### config.mk
export PLATFORM = sky130hd
export DESIGN_NAME = multicycle_control_flat
export DESIGN_NICKNAME = d
export VERILOG_FILES = /design/src/rtl/multicycle_control_if.sv /design/src/rtl/multicycle_control.sv /design/src/flat_wrapper.sv
export SDC_FILE = /design/constraint.sdc
export NUM_CORES = 1
export LEC_CHECK = 0
export BUFFER_PORTS_ARGS = -buffer_cell sky130_fd_sc_hd__buf_4
export CAP_MARGIN = 20
export CORE_MARGIN = 4
export CORE_UTILIZATION = 47
export CTS_CLUSTER_SIZE = 40
export DETAILED_ROUTE_END_ITERATION = 12
export GPL_TIMING_DRIVEN = 1
export PLACE_DENSITY = 0.82
export RECOVER_POWER = 25
export SLEW_MARGIN = 20
export SYNTH_ARGS = -nofsm -noshare
export SYNTH_HDL_FRONTEND = slang
export SYNTH_SLANG_ARGS = --single-unit
### constraint.sdc
create_clock -name clk -period 4.3 [get_ports clk]
set_input_delay 0.86 -clock clk [delete_from_list [all_inputs] [get_ports clk]]
set_output_delay 0.86 -clock clk [all_outputs]
set_load 0.02 [all_outputs]
### src/rtl/multicycle_control_if.sv
// Control bundle between the multi-cycle MIPS control unit and its datapath.
// The control unit is the master: it samples the opcode and memory handshake and drives every control line.
interface multicycle_control_if;
  logic [5:0] instr_op;
  logic       mem_ready;
  logic       pc_write;
  logic       pc_write_cond;
  logic       i_or_d;
  logic       mem_read;
  logic       mem_write;
  logic       ir_write;
  logic       mem_to_reg;
  logic       reg_dst;
  logic       reg_write;
  logic       alu_src_a;
  logic [1:0] alu_src_b;
  logic [1:0] alu_op;
  logic [1:0] pc_source;
  logic       illegal_op;
  logic [3:0] state;

  modport master (
    input  instr_op, mem_ready,
    output pc_write, pc_write_cond, i_or_d, mem_read, mem_write, ir_write,
           mem_to_reg, reg_dst, reg_write, alu_src_a, alu_src_b, alu_op,
           pc_source, illegal_op, state
  );

  modport slave (
    output instr_op, mem_ready,
    input  pc_write, pc_write_cond, i_or_d, mem_read, mem_write, ir_write,
           mem_to_reg, reg_dst, reg_write, alu_src_a, alu_src_b, alu_op,
           pc_source, illegal_op, state
  );
endinterface

### src/rtl/multicycle_control.sv
// Moore-style multi-cycle MIPS control FSM with memory wait states and sticky illegal-opcode trap.
module multicycle_control #(
  parameter logic [5:0] OP_RTYPE    = 6'b000000,
  parameter logic [5:0] OP_LW       = 6'b100011,
  parameter logic [5:0] OP_SW       = 6'b101011,
  parameter logic [5:0] OP_BEQ      = 6'b000100,
  parameter logic [5:0] OP_ADDI     = 6'b001000,
  parameter logic [5:0] OP_J        = 6'b000010,
  parameter int         ENABLE_JUMP = 1
) (
  input  logic                clk,
  input  logic                rst,
  multicycle_control_if.master bus
);

  typedef enum logic [3:0] {
    FETCH  = 4'd0,  DECODE = 4'd1,  MEMADR = 4'd2,  MEMRD  = 4'd3,
    MEMWB  = 4'd4,  MEMWR  = 4'd5,  EXEC   = 4'd6,  RWB    = 4'd7,
    BRANCH = 4'd8,  ADDIEX = 4'd9,  ADDIWB = 4'd10, JUMP   = 4'd11,
    TRAP   = 4'd12
  } state_t;

  state_t     state_q, state_d;
  logic       illegal_q;

  logic       pc_write, pc_write_cond, i_or_d, mem_read, mem_write, ir_write;
  logic       mem_to_reg, reg_dst, reg_write, alu_src_a;
  logic [1:0] alu_src_b, alu_op, pc_source;

  function automatic state_t decode_next(input logic [5:0] op);
    state_t nxt;
    nxt = TRAP;
    if (op == OP_RTYPE)                       nxt = EXEC;
    else if (op == OP_LW || op == OP_SW)      nxt = MEMADR;
    else if (op == OP_BEQ)                    nxt = BRANCH;
    else if (op == OP_ADDI)                   nxt = ADDIEX;
    else if (op == OP_J && ENABLE_JUMP != 0)  nxt = JUMP;
    return nxt;
  endfunction

  // The trap flag is sticky: it rises with the transition into TRAP and only rst clears it.
  always_ff @(posedge clk) begin
    if (rst) begin
      state_q   <= FETCH;
      illegal_q <= 1'b0;
    end else begin
      state_q   <= state_d;
      illegal_q <= illegal_q | (state_d == TRAP);
    end
  end

  always_comb begin
    state_d       = state_q;
    pc_write      = 1'b0;
    pc_write_cond = 1'b0;
    i_or_d        = 1'b0;
    mem_read      = 1'b0;
    mem_write     = 1'b0;
    ir_write      = 1'b0;
    mem_to_reg    = 1'b0;
    reg_dst       = 1'b0;
    reg_write     = 1'b0;
    alu_src_a     = 1'b0;
    alu_src_b     = 2'b00;
    alu_op        = 2'b00;
    pc_source     = 2'b00;
    case (state_q)
      FETCH: begin
        mem_read  = 1'b1;
        alu_src_b = 2'b01;
        ir_write  = bus.mem_ready;
        pc_write  = bus.mem_ready;
        if (bus.mem_ready) state_d = DECODE;
      end
      DECODE: begin
        alu_src_b = 2'b11;
        state_d   = decode_next(bus.instr_op);
      end
      MEMADR: begin
        alu_src_a = 1'b1;
        alu_src_b = 2'b10;
        if (bus.instr_op == OP_LW)      state_d = MEMRD;
        else if (bus.instr_op == OP_SW) state_d = MEMWR;
        else                            state_d = TRAP;
      end
      MEMRD: begin
        mem_read = 1'b1;
        i_or_d   = 1'b1;
        if (bus.mem_ready) state_d = MEMWB;
      end
      MEMWB: begin
        reg_write  = 1'b1;
        mem_to_reg = 1'b1;
        state_d    = FETCH;
      end
      MEMWR: begin
        mem_write = 1'b1;
        i_or_d    = 1'b1;
        if (bus.mem_ready) state_d = FETCH;
      end
      EXEC: begin
        alu_src_a = 1'b1;
        alu_op    = 2'b10;
        state_d   = RWB;
      end
      RWB: begin
        reg_write = 1'b1;
        reg_dst   = 1'b1;
        state_d   = FETCH;
      end
      BRANCH: begin
        alu_src_a     = 1'b1;
        alu_op        = 2'b01;
        pc_write_cond = 1'b1;
        pc_source     = 2'b01;
        state_d       = FETCH;
      end
      ADDIEX: begin
        alu_src_a = 1'b1;
        alu_src_b = 2'b10;
        state_d   = ADDIWB;
      end
      ADDIWB: begin
        reg_write = 1'b1;
        state_d   = FETCH;
      end
      JUMP: begin
        pc_write  = 1'b1;
        pc_source = 2'b10;
        state_d   = FETCH;
      end
      TRAP:    state_d = TRAP;
      default: state_d = FETCH;
    endcase
  end

  assign bus.pc_write      = pc_write;
  assign bus.pc_write_cond = pc_write_cond;
  assign bus.i_or_d        = i_or_d;
  assign bus.mem_read      = mem_read;
  assign bus.mem_write     = mem_write;
  assign bus.ir_write      = ir_write;
  assign bus.mem_to_reg    = mem_to_reg;
  assign bus.reg_dst       = reg_dst;
  assign bus.reg_write     = reg_write;
  assign bus.alu_src_a     = alu_src_a;
  assign bus.alu_src_b     = alu_src_b;
  assign bus.alu_op        = alu_op;
  assign bus.pc_source     = pc_source;
  assign bus.illegal_op    = illegal_q;
  assign bus.state         = state_q;

endmodule

### src/flat_wrapper.sv
// flat-port wrapper written by rule: the top's interface ports become plain ports
module multicycle_control_flat 
#(
  parameter logic [5:0] OP_RTYPE    = 6'b000000,
  parameter logic [5:0] OP_LW       = 6'b100011,
  parameter logic [5:0] OP_SW       = 6'b101011,
  parameter logic [5:0] OP_BEQ      = 6'b000100,
  parameter logic [5:0] OP_ADDI     = 6'b001000,
  parameter logic [5:0] OP_J        = 6'b000010,
  parameter int         ENABLE_JUMP = 1
)
  (clk, rst, bus_instr_op, bus_mem_ready, bus_pc_write, bus_pc_write_cond, bus_i_or_d, bus_mem_read, bus_mem_write, bus_ir_write, bus_mem_to_reg, bus_reg_dst, bus_reg_write, bus_alu_src_a, bus_alu_src_b, bus_alu_op, bus_pc_source, bus_illegal_op, bus_state);
  multicycle_control_if bus_i ();
  input  logic clk;
  input  logic rst;
  input wire logic [$bits(bus_i.instr_op)-1:0] bus_instr_op;
  input wire logic [$bits(bus_i.mem_ready)-1:0] bus_mem_ready;
  output wire logic [$bits(bus_i.pc_write)-1:0] bus_pc_write;
  output wire logic [$bits(bus_i.pc_write_cond)-1:0] bus_pc_write_cond;
  output wire logic [$bits(bus_i.i_or_d)-1:0] bus_i_or_d;
  output wire logic [$bits(bus_i.mem_read)-1:0] bus_mem_read;
  output wire logic [$bits(bus_i.mem_write)-1:0] bus_mem_write;
  output wire logic [$bits(bus_i.ir_write)-1:0] bus_ir_write;
  output wire logic [$bits(bus_i.mem_to_reg)-1:0] bus_mem_to_reg;
  output wire logic [$bits(bus_i.reg_dst)-1:0] bus_reg_dst;
  output wire logic [$bits(bus_i.reg_write)-1:0] bus_reg_write;
  output wire logic [$bits(bus_i.alu_src_a)-1:0] bus_alu_src_a;
  output wire logic [$bits(bus_i.alu_src_b)-1:0] bus_alu_src_b;
  output wire logic [$bits(bus_i.alu_op)-1:0] bus_alu_op;
  output wire logic [$bits(bus_i.pc_source)-1:0] bus_pc_source;
  output wire logic [$bits(bus_i.illegal_op)-1:0] bus_illegal_op;
  output wire logic [$bits(bus_i.state)-1:0] bus_state;
  assign bus_i.instr_op = bus_instr_op;
  assign bus_i.mem_ready = bus_mem_ready;
  assign bus_pc_write = bus_i.pc_write;
  assign bus_pc_write_cond = bus_i.pc_write_cond;
  assign bus_i_or_d = bus_i.i_or_d;
  assign bus_mem_read = bus_i.mem_read;
  assign bus_mem_write = bus_i.mem_write;
  assign bus_ir_write = bus_i.ir_write;
  assign bus_mem_to_reg = bus_i.mem_to_reg;
  assign bus_reg_dst = bus_i.reg_dst;
  assign bus_reg_write = bus_i.reg_write;
  assign bus_alu_src_a = bus_i.alu_src_a;
  assign bus_alu_src_b = bus_i.alu_src_b;
  assign bus_alu_op = bus_i.alu_op;
  assign bus_pc_source = bus_i.pc_source;
  assign bus_illegal_op = bus_i.illegal_op;
  assign bus_state = bus_i.state;
  multicycle_control #(.OP_RTYPE(OP_RTYPE), .OP_LW(OP_LW), .OP_SW(OP_SW), .OP_BEQ(OP_BEQ), .OP_ADDI(OP_ADDI), .OP_J(OP_J), .ENABLE_JUMP(ENABLE_JUMP)) u_core (.clk(clk), .rst(rst), .bus(bus_i));
endmodule
-- After elaboration in Yosys (flattened, before gate mapping)
Cells that the tools add are included.
- flip-flop bits (word level): 5
- bits of input ports: 9
- output and inout bits: 21
- logic and storage cells: 53
- equality and inequality tests: 18
- muxes and demuxes: 24
- bitwise logic cells: 1
- reductions and logical operators: 8
- operators with widths (kind ; number):
    4-bit 2-to-1 mux ; 9
    4-bit case mux with 8 select lines ; 1
    4-bit equality test, second input constant ; 6
    4-bit by 3-bit equality test with 1-bit output, second input constant ; 4
    6-bit equality test, second input constant ; 2
    1-bit 2-to-1 mux ; 9
    4-bit by 2-bit equality test with 1-bit output, second input constant ; 2
    2-bit case mux with 2 select lines ; 2
    6-bit by 2-bit equality test with 1-bit output, second input constant ; 1
    6-bit by 3-bit equality test with 1-bit output, second input constant ; 1
    6-bit by 4-bit equality test with 1-bit output, second input constant ; 1
    6-bit logical NOT ; 1
    2-bit case mux with 3 select lines ; 1
    2-bit OR reduction ; 3
    4-bit by 1-bit equality test with 1-bit output, second input constant ; 1
    4-bit logical NOT ; 1
    4-bit OR reduction ; 1
    3-bit 2-to-1 mux ; 1
    3-bit OR reduction ; 1
    1-bit case mux with 2 select lines ; 1
    1-bit logical OR ; 1
    1-bit bitwise OR ; 1

-- Longest topological paths before layout
Gate-level depths: netlist of the first run.
- depth after elaboration: 9
- gate-level depth with buffers: 6
- mapped depth without buffers: 5

-- Least setup slack after synthesis of the first run
Ideal clock, no wire load.
- kind: register -> output
- start: register u_core.state_q[2] (netlist: u_core.bus.state[2])
- end: output bus_pc_write
- data arrival time: 1.756 ns
- required time: 3.440 ns
- path slack: 1.684 ns
- stages on the path, launching flop included: 5
- path buffers: 1
- cells stage by stage: dfxtp_1 buf_4 nor3_1 and3b_1 or2_2
- word-level cells in the longest chain between the ends: 2
- elaborated cells on any way between the ends: 3
- those cells by class: eq/ne (1); mux (1); reduce/logical (1)
- ends and longest elaborated chain (what ; line ; source):
    start, declared ; multicycle_control.sv:23 ; state_t state_q, state_d;
    start signal, assigned ; multicycle_control.sv:47 ; state_q <= state_d;
    4-bit equality test / 4-bit logical NOT (equally long branches) ; multicycle_control.sv:67 ; case (state_q)
    1-bit case mux with 2 select lines (*) ; multicycle_control.sv:67 ;
    end, declared ; flat_wrapper.sv:18 ; output wire logic [$bits(bus_i.pc_write)-1:0] bus_pc_write;
Every way passes the cells marked *; elsewhere a longest branch is shown, timed or not.

-- Final worst setup path of the first run
- start: register u_core.state_q[3] (netlist: u_core.bus.state[3])
- end: output bus_pc_write
The elaborated chain is that of the path after synthesis.

==> results of run 1 <==
==> cells by family (layout without fill, tap and decap cells) <==
logic type,count (synthesis),in the layout,share of synthesized area [%]
AO/OA/AOI/OAI,23,23,29.0
XOR/XNOR,1,1,1.44
buffers and inverters,9,35,8.62
flip-flops,5,5,16.4
multiplexers,1,1,1.64
AND/OR/NAND/NOR,44,44,42.9
==> state kept, by name (all words and copies together), names as in the netlist <==
name / flops
u_core.bus.illegal_op: 1
u_core.bus.state: 4
==> worst paths after layout <==
kind,end,slack (ns)
hold / removal,u_core.bus.illegal_op,0.52
setup / recovery,bus_pc_write,1.74
setup reg to reg,u_core.bus.illegal_op,2.22
hold reg to reg,u_core.bus.illegal_op,0.52
==> power by group <==
part / switching [mW] / internal [mW]
combinational: 0.0709 / 0.0596
sequential: 0.0188 / 0.0514
clock: 0.0192 / 0.0351
==> area by class of cell <==
type                            count  area [sq um]
Clock buffer                        4          26.3
Inverter                            2          7.51
Sequential cell                     5           100
Fill cell                         109           349
Tap cell                           14          17.5
Timing Repair Buffer               29           210
Multi-Input combinational cell     69           445
==> metrics by stage <==
stage / hold WS (ns) / util, %
floorplan: 0.610 / -
global placement: 0.470 / 69.2
detailed placement: 0.478 / 69.2
CTS: 0.533 / 71.4
global route: 0.562 / 69.8
finish: 0.524 / 69.8
==> worst max-delay path: cells and delay by family, from the launching register on <==
| family | cells | cell delay, ns |
|---|---|---|
| flops | 1 | 0.68 |
| simple gates | 3 | 0.62 |
| buf+inv | 1 | 0.16 |
==> layer usage <==
layer / wire [um] / track usage, % / vias up
li1: - / - / 358
met1: 751 / 23.6 / 332
met2: 853 / 30.5 / 23
met3: 111 / 2.49 / 4
met4: 21 / 7.23 / 0
met5: 0 / 0 / -
==> layout by cell type (no fill, tap or decap), types with 2 or more instances in the layout <==
cell type and count:
a21o_1 2, a21oi_1 6, and3_1 2, buf_4 27, clkbuf_1 3, clkbuf_4 3, dfxtp_1 5, inv_1 2
nand2_1 3, nand2b_1 8, nand3b_1 3, nor2_1 6, nor2b_1 4, nor3_1 9, o21ai_0 4
==> results.tsv, run 1 <==
stage	metric	value	unit
outcome	status	complete, no violations	
power_and_ir_drop	Worst VDD drop	0.226	mV
sta	f_max	0.391	GHz
routing	initial DRC count	20	
clock_network	Reg clk slew, reported paths	0.04	ns
place	Post-Place Cells	119	
cells_and_area	layout cell share with drive strength beyond 1	33.9	%
critical_path	crit path cell chain	nor3_1, and3b_1, or2_2, buf_4	
clock_network	clock buffer depth	2	
min_path	worst hold path class	register to register	
cells_and_area	design area	807	sq um
logic_synthesis	async set-or-reset flop fraction in the synthesized netlist	0	%
sta	fin crit period	2.56	ns
logic_synthesis	cell taking the most area after synthesis	dfxtp_1	
floorplan	Initial Utilization	52.7	%
critical_path	CP Launch Point	u_core.bus.state[3]	
logic_synthesis	Ys Warns	0	
place	pre-CTS setup slack	1.84	ns
sta	TNS Setup	0	ns
logic_synthesis	post-synth top area share	16.4	%
critical_path	CP arrival	1.70	ns
critical_path	critical-path maximum fanout	18	
clock_network	CTS Buf Count	3	
logic_synthesis	Post-Syn Area	609	sq um
clock_network	clk sink count	5	
sta	Max Clock Skew	0.00246	ns
logic_synthesis	Post-Synthesis Cells	83	
place	gpl congestion	0.872	
cells_and_area	Final #Nets	119	
global_routing	vias in the first global route	587	
logic_synthesis	synthesized area per cell	7.34	sq um
logic_synthesis	Synth Register Bits	5	
job	Max-Cap Viols	0	
clock_network	# Post-CTS Setup Buffers	0	
min_path	hold depth	1	
logic_synthesis	Area contributors post-synth	dfxtp_1, nand2b_1, nor3_1	
routing	Vias/cell	5.83	
routing	Remaining DRCs	0	
critical_path	CP endpoint kind	output pin	
sta	Worst slew margin	54.7	%
critical_path	Critical Path Slowest Stage Cell	dfxtp_1	
sta	endpoints failing setup	0	
floorplan	Die H	44.0	um
global_routing	largest net degree at the start of global routing	19	
sta	Slew @ Worst Pin	0.673	ns
floorplan	Core Rows	12	
clock_network	CTS root buf	clkbuf_4	
routing	Routed Wire Length	1740	um
clock_network	H-tree depth	1	
global_routing	global-route wire length before repair	2690	um
cells_and_area	Cell Count, Final, Fillers Out	123	
clock_network	CTS Hold Bufs	0	
critical_path	Startpoint Class	register	
sta	Final period util	59.5	%
critical_path	max incr delay on CP	0.68	ns
min_path	min-delay src	u_core.bus.illegal_op	
floorplan	Die X	44.0	um
routing	ANT nets after route	0	
place	Port Buf Inserts	29	
critical_path	FF-to-FF path depth	5	
clock_network	CTS tree	yes	
floorplan	Core Box Area	0.00116	sq mm
routing	Vias	717	
floorplan	I/O pins	30	
logic_synthesis	top cells by count, synth	nor3_1, nand2b_1, a21oi_1, nor2_1, dfxtp_1	
cells_and_area	Area growth, synth to finish	32.4	%
sta	Hold Violations, Final	0	
power_and_ir_drop	power per cell area	316	mW/mm^2
critical_path	Critical Path RT	3.44	ns
sta	RSZ-0062 raised after global routing	false	
logic_synthesis	top-count cell post-synth	nor3_1	
logic_synthesis	Main synth FF type	dfxtp_1	
logic_synthesis	Post-synth EDFFs	0	
routing	drt wl/cell	14.1	um
floorplan	die area	0.00194	sq mm
power_and_ir_drop	Leak Pwr	0.359	nW
power_and_ir_drop	total power	255	uW
logic_synthesis	Syn Nets	92	
logic_synthesis	synth unique cells	36	
global_routing	Congestion Overflow GR	0	
place	Post-DP Area	800	sq um
routing	number of detailed-route iterations in the first pass	4	
logic_synthesis	sequential fraction of the synthesis area	16.4	%
cells_and_area	antenna cells	0	
critical_path	kind of critical path	register to output pin	
place	HPWL Detailed	1280	um
critical_path	r2r startpoint	u_core.bus.state[3]	
sta	Slew Viols, Final	0	
clock_network	CTS resizes	0	
sta	worst setup margin	1.74	ns
clock_network	clock latency on the worst-skew pair	0.24	ns
global_routing	initial antenna violation count	0	
global_routing	Total GRT Usage	18.4	%
(Power assumes the default switching activity.)
==> inputs of run 2 (changes only) <==
CORE_UTILIZATION = 40   (was 47)
PLACE_DENSITY = 0.74   (was 0.82)
clock period = 2.33 ns   (was 4.3 ns; I/O delays follow)
==> results.tsv, run 2 (same netlist as run 1, synthesis figures left out) <==
stage	metric	value	unit	change
clock_network	CTS tree	yes		
cells_and_area	Fillers	158		+45%
critical_path	kind of critical path	register to output pin		
sta	Slew @ Worst Pin	0.560	ns	-0.114 ns
sta	endpoints failing setup	0		unchanged
cells_and_area	Final #Nets	121		+1.7%
sta	RSZ-0062 raised after global routing	false		
power_and_ir_drop	total power	473	uW	+86%
power_and_ir_drop	power per cell area	579	mW/mm^2	+83%
clock_network	CTS Buf Count	3		unchanged
job	Max-Cap Viols	0		unchanged
place	HPWL Detailed	1430	um	+12%
routing	number of detailed-route iterations in the first pass	4		unchanged
routing	Remaining DRCs	0		unchanged
sta	Worst slew margin	62.4	%	+7.6 points
sta	Hold Violations, Final	0		unchanged
global_routing	global-route wire length before repair	2790	um	+3.6%
sta	TNS Setup	0	ns	unchanged
clock_network	clock buffer depth	2		unchanged
critical_path	critical-path maximum fanout	18		unchanged
critical_path	CP endpoint kind	output pin		
clock_network	Reg clk slew, reported paths	0.04	ns	about the same
clock_network	# Post-CTS Setup Buffers	0		unchanged
critical_path	Startpoint Class	register		
floorplan	Core Box Area	0.00137	sq mm	+18%
global_routing	initial antenna violation count	0		unchanged
cells_and_area	antenna cells	0		unchanged
critical_path	Critical Path RT	1.86	ns	-1.58 ns
routing	Routed Wire Length	1780	um	+2.4%
floorplan	I/O pins	30		unchanged
clock_network	CTS Hold Bufs	0		unchanged
cells_and_area	most frequent cells in the layout	buf_4, nor3_1, nand2b_1		
min_path	hold depth	1		unchanged
clock_network	CTS resizes	0		unchanged
routing	ANT nets after route	0		unchanged
sta	f_max	0.483	GHz	
cells_and_area	register area	100	sq um	unchanged
cells_and_area	layout cell share with drive strength beyond 1	33.3	%	-0.61 points
global_routing	largest net degree at the start of global routing	19		unchanged
sta	Final period util	88.9	%	
clock_network	H-tree depth	1		unchanged
critical_path	FF-to-FF path depth	5		unchanged
place	Post-Place Cells	122		+2.5%
place	pre-CTS setup slack	0.488	ns	-1.35 ns
cells_and_area	multi-input logic area	452	sq um	+1.4%
cells_and_area	Cell Count, Final, Fillers Out	126		+2.4%
routing	Top Metal Used	met4		
cells_and_area	Area growth, synth to finish	34.3	%	
routing	drt wl/cell	14.1	um	about the same
floorplan	Die H	47.0	um	+6.9%
floorplan	Core Rows	13		+1
floorplan	Initial Utilization	44.6	%	-8.1 points
critical_path	CP arrival	1.60	ns	-0.10 ns
routing	Vias/cell	5.75		-1.3%
global_routing	Total GRT Usage	17.6	%	-0.82 points
global_routing	Congestion Overflow GR	0		unchanged
clock_network	CTS root buf	clkbuf_4		
cells_and_area	commonest non-fill, non-tap cell in the layout	buf_4		
outcome	status	complete, no violations		
place	gpl congestion	0.819		-6.0%
place	Port Buf Inserts	29		unchanged
cells_and_area	max reg flops	4		unchanged
sta	fin crit period	2.07	ns	
routing	DRT met1 WL	769	um	+2.4%
sta	Max Clock Skew	0.000993	ns	-0.00147 ns
critical_path	Worst R2R Setup Slack	0.43	ns	-1.79 ns
power_and_ir_drop	Leak Pwr	0.359	nW	-0.21%
min_path	worst hold path class	register to register		
sta	worst setup margin	0.259	ns	-1.48 ns
floorplan	die area	0.00221	sq mm	+14%
routing	Vias	725		+1.1%
floorplan	Die X	47.0	um	+6.9%
routing	WL met3	115	um	+3.6%
global_routing	vias in the first global route	606		+3.2%
power_and_ir_drop	Worst VDD drop	0.352	mV	+56%
routing	met2 routed wirelength	858	um	+0.59%
sta	Slew Viols, Final	0		unchanged
cells_and_area	Core Util, Final	59.9	%	-9.9 points
clock_network	clock latency on the worst-skew pair	0.24	ns	about the same
clock_network	clk sink count	5		unchanged
routing	initial DRC count	23		+15%
==> run 2: changes by cell type in the layout (fill, tap and decap cells not counted), sizes merged <==
cell    change
buf         -1
clkbuf      +3
==> run 2: layer usage <==
metal | global-route usage (%) | vias to the layer above
met1 | 24.3 | 332
met4 | 9.94 | 0
li1 | - | 361
met5 | 0 | -
met2 | 26.6 | 28
met3 | 1.53 | 4
==> run 2: worst paths after layout <==
kind,startpoint,end
worst max-delay path,u_core.bus.state[1],bus_pc_write
worst min-delay path,u_core.bus.illegal_op,u_core.bus.illegal_op
worst max register to register,u_core.bus.state[1],u_core.bus.illegal_op
worst min register to register,u_core.bus.illegal_op,u_core.bus.illegal_op
==> run 2: where the power goes <==
group          switching (mW)  internal, mW  leakage (nW)
Sequential             0.0267        0.0949        0.0407
Combinational           0.141         0.111         0.303
Clock                  0.0345        0.0647        0.0150
==> run 2: worst max-delay path, cell delays in order, from the launching register on <==
cell	delay (ns)
dfxtp_1	0.63
nor3_1	0.12
and3b_1	0.19
or2_2	0.27
buf_4	0.16
==> run 2: cell type report <==
| cell class | count | area share [%] |
|---|---|---|
| clock buffer | 4 | 3.21 |
| inverter | 2 | 0.917 |
| sequential | 5 | 12.2 |
| multi-input combinational | 69 | 55.2 |
| tap | 15 | 2.29 |
| timing repair buffer | 31 | 26.1 |
==> run 2: per-stage QoR <==
| stage | cell area, sq um | hold slack, ns |
|---|---|---|
| 2_1_floorplan | 609 | 0.610 |
| 3_3_place_gp | 816 | 0.471 |
| 3_5_place_dp | 816 | 0.474 |
| 4_1_cts | 842 | 0.494 |
| 5_1_grt | 818 | 0.505 |
| 6_report | 818 | 0.493 |
==> inputs of run 3 (changes only) <==
ABC_AREA = 1   (was not set)
CORE_UTILIZATION = 38   (was 40)
PLACE_DENSITY = 0.73   (was 0.74)
==> results.tsv, run 3 <==
stage	metric	value	unit	change
logic_synthesis	largest family of logic cells by synthesized area	simple AND/OR/NAND/NOR gates		
logic_synthesis	Post-Syn Area	536	sq um	-12%
global_routing	largest net degree at the start of global routing	8		-11
job	Max-Cap Viols	0		unchanged
place	HPWL Detailed	1280	um	-11%
sta	Hold Violations, Final	0		unchanged
critical_path	crit path cell chain	nor2_1, inv_2, nor2_1, or3_1, buf_4		
critical_path	kind of critical path	register to output pin		
cells_and_area	Final #Nets	146		+21%
logic_synthesis	Synth Register Bits	5		unchanged
outcome	status	complete, no violations		
cells_and_area	Core Util, Final	58.7	%	-1.2 points
routing	number of detailed-route iterations in the first pass	4		unchanged
sta	RSZ-0062 raised after global routing	false		
logic_synthesis	cell taking the most area after synthesis	dfxtp_1		
min_path	hold depth	2		+1
power_and_ir_drop	Sw Ratio	38.8	%	-4.0 points
clock_network	CTS Hold Bufs	0		unchanged
logic_synthesis	sequential fraction of the synthesis area	18.7	%	+2.3 points
global_routing	global-route wire length before repair	2390	um	-14%
power_and_ir_drop	Worst VDD drop	0.403	mV	+14%
cells_and_area	antenna cells	0		unchanged
floorplan	I/O pins	30		unchanged
critical_path	Critical Path RT	1.86	ns	about the same
global_routing	initial antenna violation count	0		unchanged
critical_path	CP arrival	1.52	ns	-0.08 ns
global_routing	Total GRT Usage	15.1	%	-2.5 points
clock_network	clock buffer depth	2		unchanged
logic_synthesis	post-synthesis xor/xnor area fraction	0	%	-1.4 points
cells_and_area	commonest non-fill, non-tap cell in the layout	nor2_1		
logic_synthesis	simple-gate portion of the synthesized area	54.9	%	+12 points
logic_synthesis	fraction of synthesized area in multiplexers	0	%	-1.6 points
logic_synthesis	synth unique cells	16		-56%
power_and_ir_drop	Clk pwr share	27.4	%	+6.5 points
logic_synthesis	Area contributors post-synth	dfxtp_1, nor2_1, nand2_1		
cells_and_area	most frequent cells in the layout	nor2_1, buf_4, nand2_1, inv_1, nand3_1		
logic_synthesis	Post-Synthesis Cells	104		+25%
sta	Final period util	85.2	%	-3.7 points
power_and_ir_drop	sequential share of power	28.2	%	+2.5 points
logic_synthesis	post-synth top area share	18.7	%	+2.3 points
routing	Vias/cell	4.70		-18%
clock_network	CTS resizes	0		unchanged
clock_network	Reg clk slew, reported paths	0.04	ns	about the same
logic_synthesis	top-count cell post-synth	nor2_1		
sta	f_max	0.504	GHz	+4.3%
sta	Slew @ Worst Pin	0.285	ns	-0.275 ns
floorplan	Die X	45.5	um	-3.2%
critical_path	Worst R2R Setup Slack	1.00	ns	+0.57 ns
cells_and_area	Area growth, synth to finish	44.4	%	
logic_synthesis	Ys Warns	0		unchanged
clock_network	CTS Buf Count	3		unchanged
sta	endpoints failing setup	0		unchanged
sta	worst setup margin	0.345	ns	+0.0858 ns
floorplan	Core Box Area	0.00132	sq mm	-3.6%
place	pre-CTS setup slack	0.606	ns	+0.117 ns
place	Port Buf Inserts	29		unchanged
critical_path	max incr delay on CP	0.47	ns	-0.16 ns
floorplan	Die H	45.5	um	-3.2%
routing	Vias	710		-2.1%
power_and_ir_drop	power share of the combinational group	44.4	%	-9.0 points
floorplan	Core Rows	13		unchanged
sta	fin crit period	1.98	ns	-0.0858 ns
logic_synthesis	top cells by count, synth	nor2_1, nand2_1, inv_1, nand3_1, a21oi_1		
sta	Slew Viols, Final	0		unchanged
clock_network	CTS tree	yes		
routing	Remaining DRCs	0		unchanged
logic_synthesis	synthesized area per cell	5.15	sq um	-30%
sta	Max Clock Skew	0.00260	ns	+0.00160 ns
routing	drt wl/cell	9.97	um	-29%
clock_network	clock latency on the worst-skew pair	0.23	ns	about the same
routing	ANT nets after route	0		unchanged
sta	TNS Setup	0	ns	unchanged
critical_path	critical-path maximum fanout	7		-11
logic_synthesis	Post-synth EDFFs	0		unchanged
min_path	worst hold path class	input port to register		
logic_synthesis	Compound-Gate Fraction of Synth Area	11.0	%	-18 points
critical_path	CP endpoint kind	output pin		
logic_synthesis	Syn Nets	113		+23%
global_routing	vias in the first global route	588		-3.0%
power_and_ir_drop	Int Power	215	uW	-20%
clock_network	# Post-CTS Setup Buffers	0		unchanged
routing	Routed Wire Length	1510	um	-15%
critical_path	Startpoint Class	register		
floorplan	die area	0.00207	sq mm	-6.2%
clock_network	H-tree depth	1		unchanged
routing	initial DRC count	9		-61%
clock_network	clk sink count	5		unchanged
power_and_ir_drop	Leak Pwr	0.446	nW	+24%
critical_path	Critical Path Slowest Stage Cell	dfxtp_1		
clock_network	CTS root buf	clkbuf_4		
place	Post-Place Cells	147		+20%
cells_and_area	max reg flops	4		unchanged
place	gpl congestion	0.846		+3.3%
floorplan	Initial Utilization	40.6	%	-4.0 points
sta	Worst slew margin	81.0	%	+19 points
critical_path	FF-to-FF path depth	9		+4
cells_and_area	Cell Count, Final, Fillers Out	151		+20%
global_routing	Congestion Overflow GR	0		unchanged
logic_synthesis	Main synth FF type	dfxtp_1		
logic_synthesis	async set-or-reset flop fraction in the synthesized netlist	0	%	unchanged
logic_synthesis	Synth Area in Adders	0	%	unchanged
cells_and_area	layout cell share with drive strength beyond 1	26.5	%	-6.9 points
power_and_ir_drop	switching power	137	uW	-33%
power_and_ir_drop	power per cell area	455	mW/mm^2	-21%
critical_path	most repeated library cell on the critical path	nor2_1		
run 3: cells by family (layout without fill, tap and decap cells):
logic type             count (synthesis)  count (layout)
AOI/OAI and AO/OA                     11              11
buffers and inverters                 21              53
DFF                                    5               5
and+or+nand+nor                       67              67
run 3: power by group through the flow:
stage	logic, mW	clock network [mW]	registers (mW)
after global routing	0.171	0.106	0.0998
after global placement	0.158	0	0.100
after CTS	0.161	0.0986	0.0992
final	0.156	0.0964	0.0992
after floorplan	0.0886	0	0.106
after detailed placement	0.161	0	0.101
run 3: area by class of cell:
type / count / area (sq um)
timing repair buffer: 29 / 203
clock buffer: 4 / 26.3
fill: 146 / 544
tap: 15 / 18.8
sequential: 5 / 100
inverter: 20 / 75.1
multi-input combinational: 78 / 350
run 3: metrics by stage:
step / hold slack, ns / cell area, sq um / total power, mW
finish: 0.424 / 773 / 0.352
global route: 0.423 / 773 / 0.377
CTS: 0.420 / 791 / 0.359
detailed placement: 0.468 / 764 / 0.261
global placement: 0.451 / 764 / 0.259
floorplan: 0.528 / 536 / 0.195
run 3: critical path, delay by kind of cell (launching register included):
family / cells / cell delay [ns]
simple gates: 3 / 0.56
flops: 1 / 0.47
buf+inv: 2 / 0.26
run 3: layer usage:
layer / part of all wire (%) / up-vias / global-route usage, %
met3: 7.9 / 0 / 3.56
met2: 47 / 21 / 24.8
met4: 0 / 0 / 0
li1: - / 382 / -
met5: 0 / - / 0
met1: 45 / 307 / 21.0
run 3: path summary, 6_finish.rpt:
check / start / to
worst min-delay path: rst / u_core.bus.illegal_op
worst min register to register: u_core.bus.illegal_op / u_core.bus.illegal_op
worst max-delay path: u_core.bus.state[2] / bus_alu_src_a
worst max register to register: u_core.bus.state[2] / u_core.bus.illegal_op
